**src/rtl/awgn_burst_ctrl.sv**
```systemverilog
// awgn_burst_ctrl: seeds, resets and windows one AWGN generator, then scales, saturates and buffers each burst
module awgn_burst_ctrl #(
  parameter int SEED_CYC  = 2,
  parameter int WARMUP    = 16,
  parameter int DEPTH     = 4,
  parameter int GAIN_FRAC = 4
) (
  input  logic         clk,
  input  logic         rst,
  input  logic         cfg_seed_we,
  input  logic [2:0]   cfg_seed_idx,
  input  logic [31:0]  cfg_seed_data,
  output logic [191:0] gen_seed,
  output logic         gen_rst,
  input  logic [15:0]  gen_sample,
  input  logic         start,
  input  logic         abort,
  input  logic [15:0]  burst_len,
  input  logic [7:0]   gain,
  output logic         busy,
  output logic         done,
  output logic [15:0]  out_data,
  output logic         out_valid,
  input  logic         out_ready,
  output logic [15:0]  drop_cnt
);
  localparam int AW = $clog2(DEPTH);
  localparam logic [15:0] SEED_LAST = 16'(SEED_CYC - 1);
  localparam logic [15:0] WARM_LAST = 16'(WARMUP - 1);
  localparam logic [AW:0] FULL_NUM = (AW + 1)'(DEPTH);
  typedef enum logic [2:0] {IDLE, SEED, WARM, RUN, DRAIN} state_t;
  state_t r_state, w_next;
  logic [15:0] r_cnt, r_len, r_drop;
  logic [7:0] r_gain;
  logic [31:0] r_seed [6];
  logic [15:0] r_mem [DEPTH];
  logic [AW-1:0] r_wr, r_rd;
  logic [AW:0] r_num;
  logic w_empty, w_full, w_pop, w_take, w_push, w_flush, w_start;
  logic signed [24:0] w_prod, w_shift;
  logic [15:0] w_scaled;
  assign w_empty = r_num == '0;
  assign w_full = r_num == FULL_NUM;
  assign w_flush = abort && r_state != IDLE;
  assign w_start = start && r_state == IDLE && burst_len != 16'd0;
  assign w_take = r_state == RUN && !abort;
  assign w_pop = !w_empty && out_ready;
  assign w_push = w_take && (!w_full || w_pop);
  assign w_prod = $signed(gen_sample) * $signed({1'b0, r_gain});
  assign w_shift = w_prod >>> GAIN_FRAC;
  assign w_scaled = w_shift > 25'sd32767 ? 16'h7FFF : w_shift < -25'sd32768 ? 16'h8000 : w_shift[15:0];
  assign gen_seed = {r_seed[5], r_seed[4], r_seed[3], r_seed[2], r_seed[1], r_seed[0]};
  assign gen_rst = !(r_state == WARM || r_state == RUN);
  assign busy = r_state != IDLE;
  assign done = r_state == DRAIN && w_empty && !abort;
  assign out_valid = !w_empty;
  assign out_data = w_empty ? '0 : r_mem[r_rd];
  assign drop_cnt = r_drop;
  always_comb begin
    w_next = r_state;
    unique case (r_state)
      IDLE:    w_next = w_start ? SEED : IDLE;
      SEED:    w_next = r_cnt == SEED_LAST ? WARM : SEED;
      WARM:    w_next = r_cnt == WARM_LAST ? RUN : WARM;
      RUN:     w_next = r_cnt + 16'd1 == r_len ? DRAIN : RUN;
      DRAIN:   w_next = w_empty ? IDLE : DRAIN;
      default: w_next = IDLE;
    endcase
    if (w_flush) w_next = IDLE;
  end
  // one counter serves every timed state; it restarts on each state change
  always_ff @(posedge clk or negedge rst) begin
    if (!rst) begin
      r_state <= IDLE;
      r_cnt <= '0;
      r_len <= '0;
      r_gain <= '0;
      r_drop <= '0;
      r_wr <= '0;
      r_rd <= '0;
      r_num <= '0;
      for (int i = 0; i < 6; i++) r_seed[i] <= '0;
    end else begin
      r_state <= w_next;
      r_cnt <= w_next != r_state ? '0 : r_cnt + 16'd1;
      if (r_state == IDLE && cfg_seed_we && cfg_seed_idx < 3'd6) r_seed[cfg_seed_idx] <= cfg_seed_data;
      if (w_start) begin
        r_len <= burst_len;
        r_gain <= gain;
        r_drop <= '0;
      end else if (w_take && !w_push && r_drop != 16'hFFFF) begin
        r_drop <= r_drop + 16'd1;
      end
      if (w_flush) begin
        r_wr <= '0;
        r_rd <= '0;
        r_num <= '0;
      end else begin
        if (w_push) r_wr <= r_wr + 1'b1;
        if (w_pop) r_rd <= r_rd + 1'b1;
        r_num <= r_num + (AW + 1)'(w_push) - (AW + 1)'(w_pop);
      end
    end
  end
  always_ff @(posedge clk) begin
    if (w_push) r_mem[r_wr] <= w_scaled;
  end
endmodule
```
**config.mk**
```make
export PLATFORM = sky130hd
export DESIGN_NAME = awgn_burst_ctrl
export DESIGN_NICKNAME = d
export VERILOG_FILES = /design/src/rtl/awgn_burst_ctrl.sv
export SDC_FILE = /design/constraint.sdc
export NUM_CORES = 1
export LEC_CHECK = 0
export BUFFER_PORTS_ARGS = -buffer_cell sky130_fd_sc_hd__clkbuf_2
export CAP_MARGIN = 20
export CORE_MARGIN = 3
export CORE_UTILIZATION = 45
export DETAILED_ROUTE_END_ITERATION = 10
export PLACE_DENSITY = 0.72
export SYNTH_ARGS = -nofsm -noshare
export SYNTH_HDL_FRONTEND = slang
export SYNTH_SLANG_ARGS = --single-unit
export TNS_END_PERCENT = 30
```
**constraint.sdc**
```tcl
create_clock -name clk -period 8.57 [get_ports clk]
set_input_delay 1.714 -clock clk [delete_from_list [all_inputs] [get_ports clk]]
set_output_delay 1.714 -clock clk [all_outputs]
set_load 0.02 [all_outputs]
```
==> reports/metrics.cfg <==
[worst_setup_path]
cpMostUsedCell = fa_1
crit_buf_inv = 4
reg2reg_from = r_gain[0]
cp-startpoint = gen_sample[15]
crit_slowest_cell = a2111oi_0
worstPathMaxFanout = 13
path_cells = clkbuf_2 > nand2_1 > inv_1 > fa_1 > inv_1 > fa_1 > fa_1 > inv_1 > fa_1 > ha_1 > a21o_1 > and2_1 > a2111oi_0 > a211oi_1 > a211oi_1 > nand4_1 > o21ai_1 > o21ai_0
end_kind = flop
critPathTopFamily = compound AO/OA/AOI/OAI gates
critPathMaxStageDelay_ns = 0.70
cp.arrival_ns = 7.47
critical_path_class = input pin to flop
critPathRequiredTime_ns = 8.73
critPathLaunchType = input pin

[sta]
setup_viol = 0
hold_viol = 0
fmax_mhz = 136.7
worst_pin_slew_ns = 1.004
rsz0062_at_grt = no
relSlewSlack_pct = 33.07
finalSetupTns_ns = 0
drv_slew = 0
post-route-period-util_pct = 85.33
skew_ns = 0.02098
min_period_ns = 7.313
timing.hold.ws_ns = 0.4972

[placement]
dpl.cell_count = 2274
portBuffers = 308
dp_hpwl_um = 32420
gp_congestion = 0.8703

[final_layout]
final-seq-area_sq_um = 8378
area_growth_pct = 19.28
final_core_util_pct = 54.77
nFillCells = 3284
final_nets = 2038
multi_input_area_sq_um = 8730
stdcell_count = 2346
layout-drive-gt1-share_pct = 33.11

[yosys]
synthDistinctLibCells = 68
synthSimpleGateAreaFrac_pct = 11.70
synth_nets = 1731
synth_xor_area_share_pct = 3.276
synth_cells = 1491
synth_top_family_by_area = adder cells
synth_mux_area_share_pct = 14.31
syn_area_sq_um = 17910
ys_seq_area_share_pct = 46.78
synth_seq_cells = 322
synth_compound_area_share_pct = 3.961
synth_fa_ha_area_share_pct = 15.42
avgSynthCellArea_sq_um = 12.01
ys.flop_type = dfrtp_1
synth.top_cell.area_share_pct = 36.05
synthTopCellsByArea = dfrtp_1 36%, mux2_2 12%, fa_1 12%
yosysWarnings = 0
synth_edf_count = 64
synth.largest_area_cell = dfrtp_1
synthArstFlopShare_pct = 80.12

[clocking]
cts_tree = yes
cts_hold_buf = 0
htreeDepth = 2
cts_setup_buffers = 0
cts.sinks = 322
cts_buffers = 36
root_buffer = clkbuf_16
clockBufferDepth = 3
clock_latency_ns = 0.53
cts.repair.resized = 0
cts.clk_slew.worst_paths_ns = 0.05

[floorplan]
ioPinCount = 309
rows = 72
die_h_um = 205.5
core_area_sq_um = 39010
fp.dieW_um = 205.5
start_util_pct = 45.92
die_area_sq_um = 42230

[global_routing]
grt_util_all_layers_pct = 20.44
grt_pass1_wl_um = 68970
grt_start_max_net_pins = 180
antenna_found_initial = 1
grt_pass1_vias = 12770
grt_overflow_total = 0

[detailed_routing]
firstDrtPassIters = 5
routedWlPerCell_um = 18.50
avgViaCountPerCell = 5.250
drc = 0
drt.antenna.violating_nets = 0
wl_um = 43400
drt_iter0_drc = 588
num_vias = 12320

[run]
maxCapViolations = 0

[outcome]
status = completed

[min_path]
min-delay-start = r_len[1]
hp-class = flop to flop

## area by class of cell
| class | count | area share (%) |
|---|---|---|
| diodes | 4 | 0.04685 |
| clock buffers | 44 | 4.592 |
| clock inverters | 20 | 1.388 |
| inverters | 161 | 2.829 |
| multi-input cells | 957 | 40.86 |
| flip-flops and latches | 322 | 39.22 |
| well taps | 518 | 3.034 |
| repair buffers | 320 | 8.035 |
## through the flow
step	worst slack, ns	instance area (sq um)
3_5_place_dp	0.8125	20000
4_1_cts	1.346	21280
6_report	1.257	21360
3_3_place_gp	0.9967	19980
2_1_floorplan	1.736	17910
5_1_grt	0.9030	21360
## worst min-delay path, delay by kind of cell (launching register included)
family,cells,cell delay [ns]
flip-flops,1,0.35
AND/OR/NAND/NOR,2,0.11
## cells in the mapped netlist, types with 4 or more instances
master      n
nand2_1   152
a21oi_1    28
and3_1      8
nor2_1     48
and2_1     95
o21ai_0    24
nand3_1    24
buf_1       9
mux4_2     16
nand2b_1    7
a21o_1      6
nor3_1     10
ha_1       56
dfrtp_1   258
buf_2       4
edfxtp_1   64
inv_1     161
a211oi_1    6
nor2b_1     6
mux2_2    189
nor2_2      9
nand4_1    13
nor4_1     14
a31oi_1     4
fa_1      103
and4_1      4
mux2i_1     4
o21ai_1     5
xnor2_1    37
xor2_1     30
clkbuf_1   36
## routing by layer
layer  track usage [%]  up-vias  part of all wire, %  wire [um]
met5                 0        -                    0          0
met4             6.663        0                  3.0       1311
met3             4.224       82                  5.5       2375
met2             34.05      337                   50      21620
met1             26.86     6264                   42      18090
li1                  -     5633                    -          -
## cells by family after synthesis
kind of cell / after synthesis
muxes: 212
and+or+nand+nor: 411
AOI/OAI and AO/OA: 108
xor gates and xnor gates: 67
adders and majority gates: 159
DFF: 322
buffers and inverters: 212
## state kept, by name (all words and copies together) (netlist names)
signal / count
r_wr: 2
r_mem: 64
drop_cnt: 16
r_gain: 8
gen_seed: 192
r_num: 3
r_cnt: 16
r_rd: 2
r_len: 16
r_state: 3
## cell usage in the layout, fill, tap and decap left out, types with 7 or more instances in the layout
cell type,instances
nand2_1,152
fa_1,103
nand2b_1,7
nor2_2,9
clkbuf_16,36
clkinv_2,7
and3_1,8
nor4_1,14
ha_1,56
xor2_1,30
nor3_1,10
clkbuf_2,308
edfxtp_1,64
and2_1,95
a21oi_1,28
nand4_1,13
inv_1,161
mux4_2,16
dfrtp_1,258
nor2_1,47
nand3_1,23
mux2_2,189
o21ai_0,24
xnor2_1,37
bufinv_16,7
## worst paths after layout
check                      slack, ns       endpoint  depth (start not counted)
setup / recovery                1.26    r_mem[0][7]                         18
max in group asynchronous       5.98      r_gain[3]                          2
hold reg to reg                 0.50       r_len[1]                          2
setup reg to reg                1.79    r_mem[0][7]                         15
min in group asynchronous       1.17  gen_seed[180]                          1
hold / removal                  0.50       r_len[1]                          2
Power is left out: the tool's default activity adds up to more than one toggle a clock period on the data nets, which glitch-free logic cannot reach.
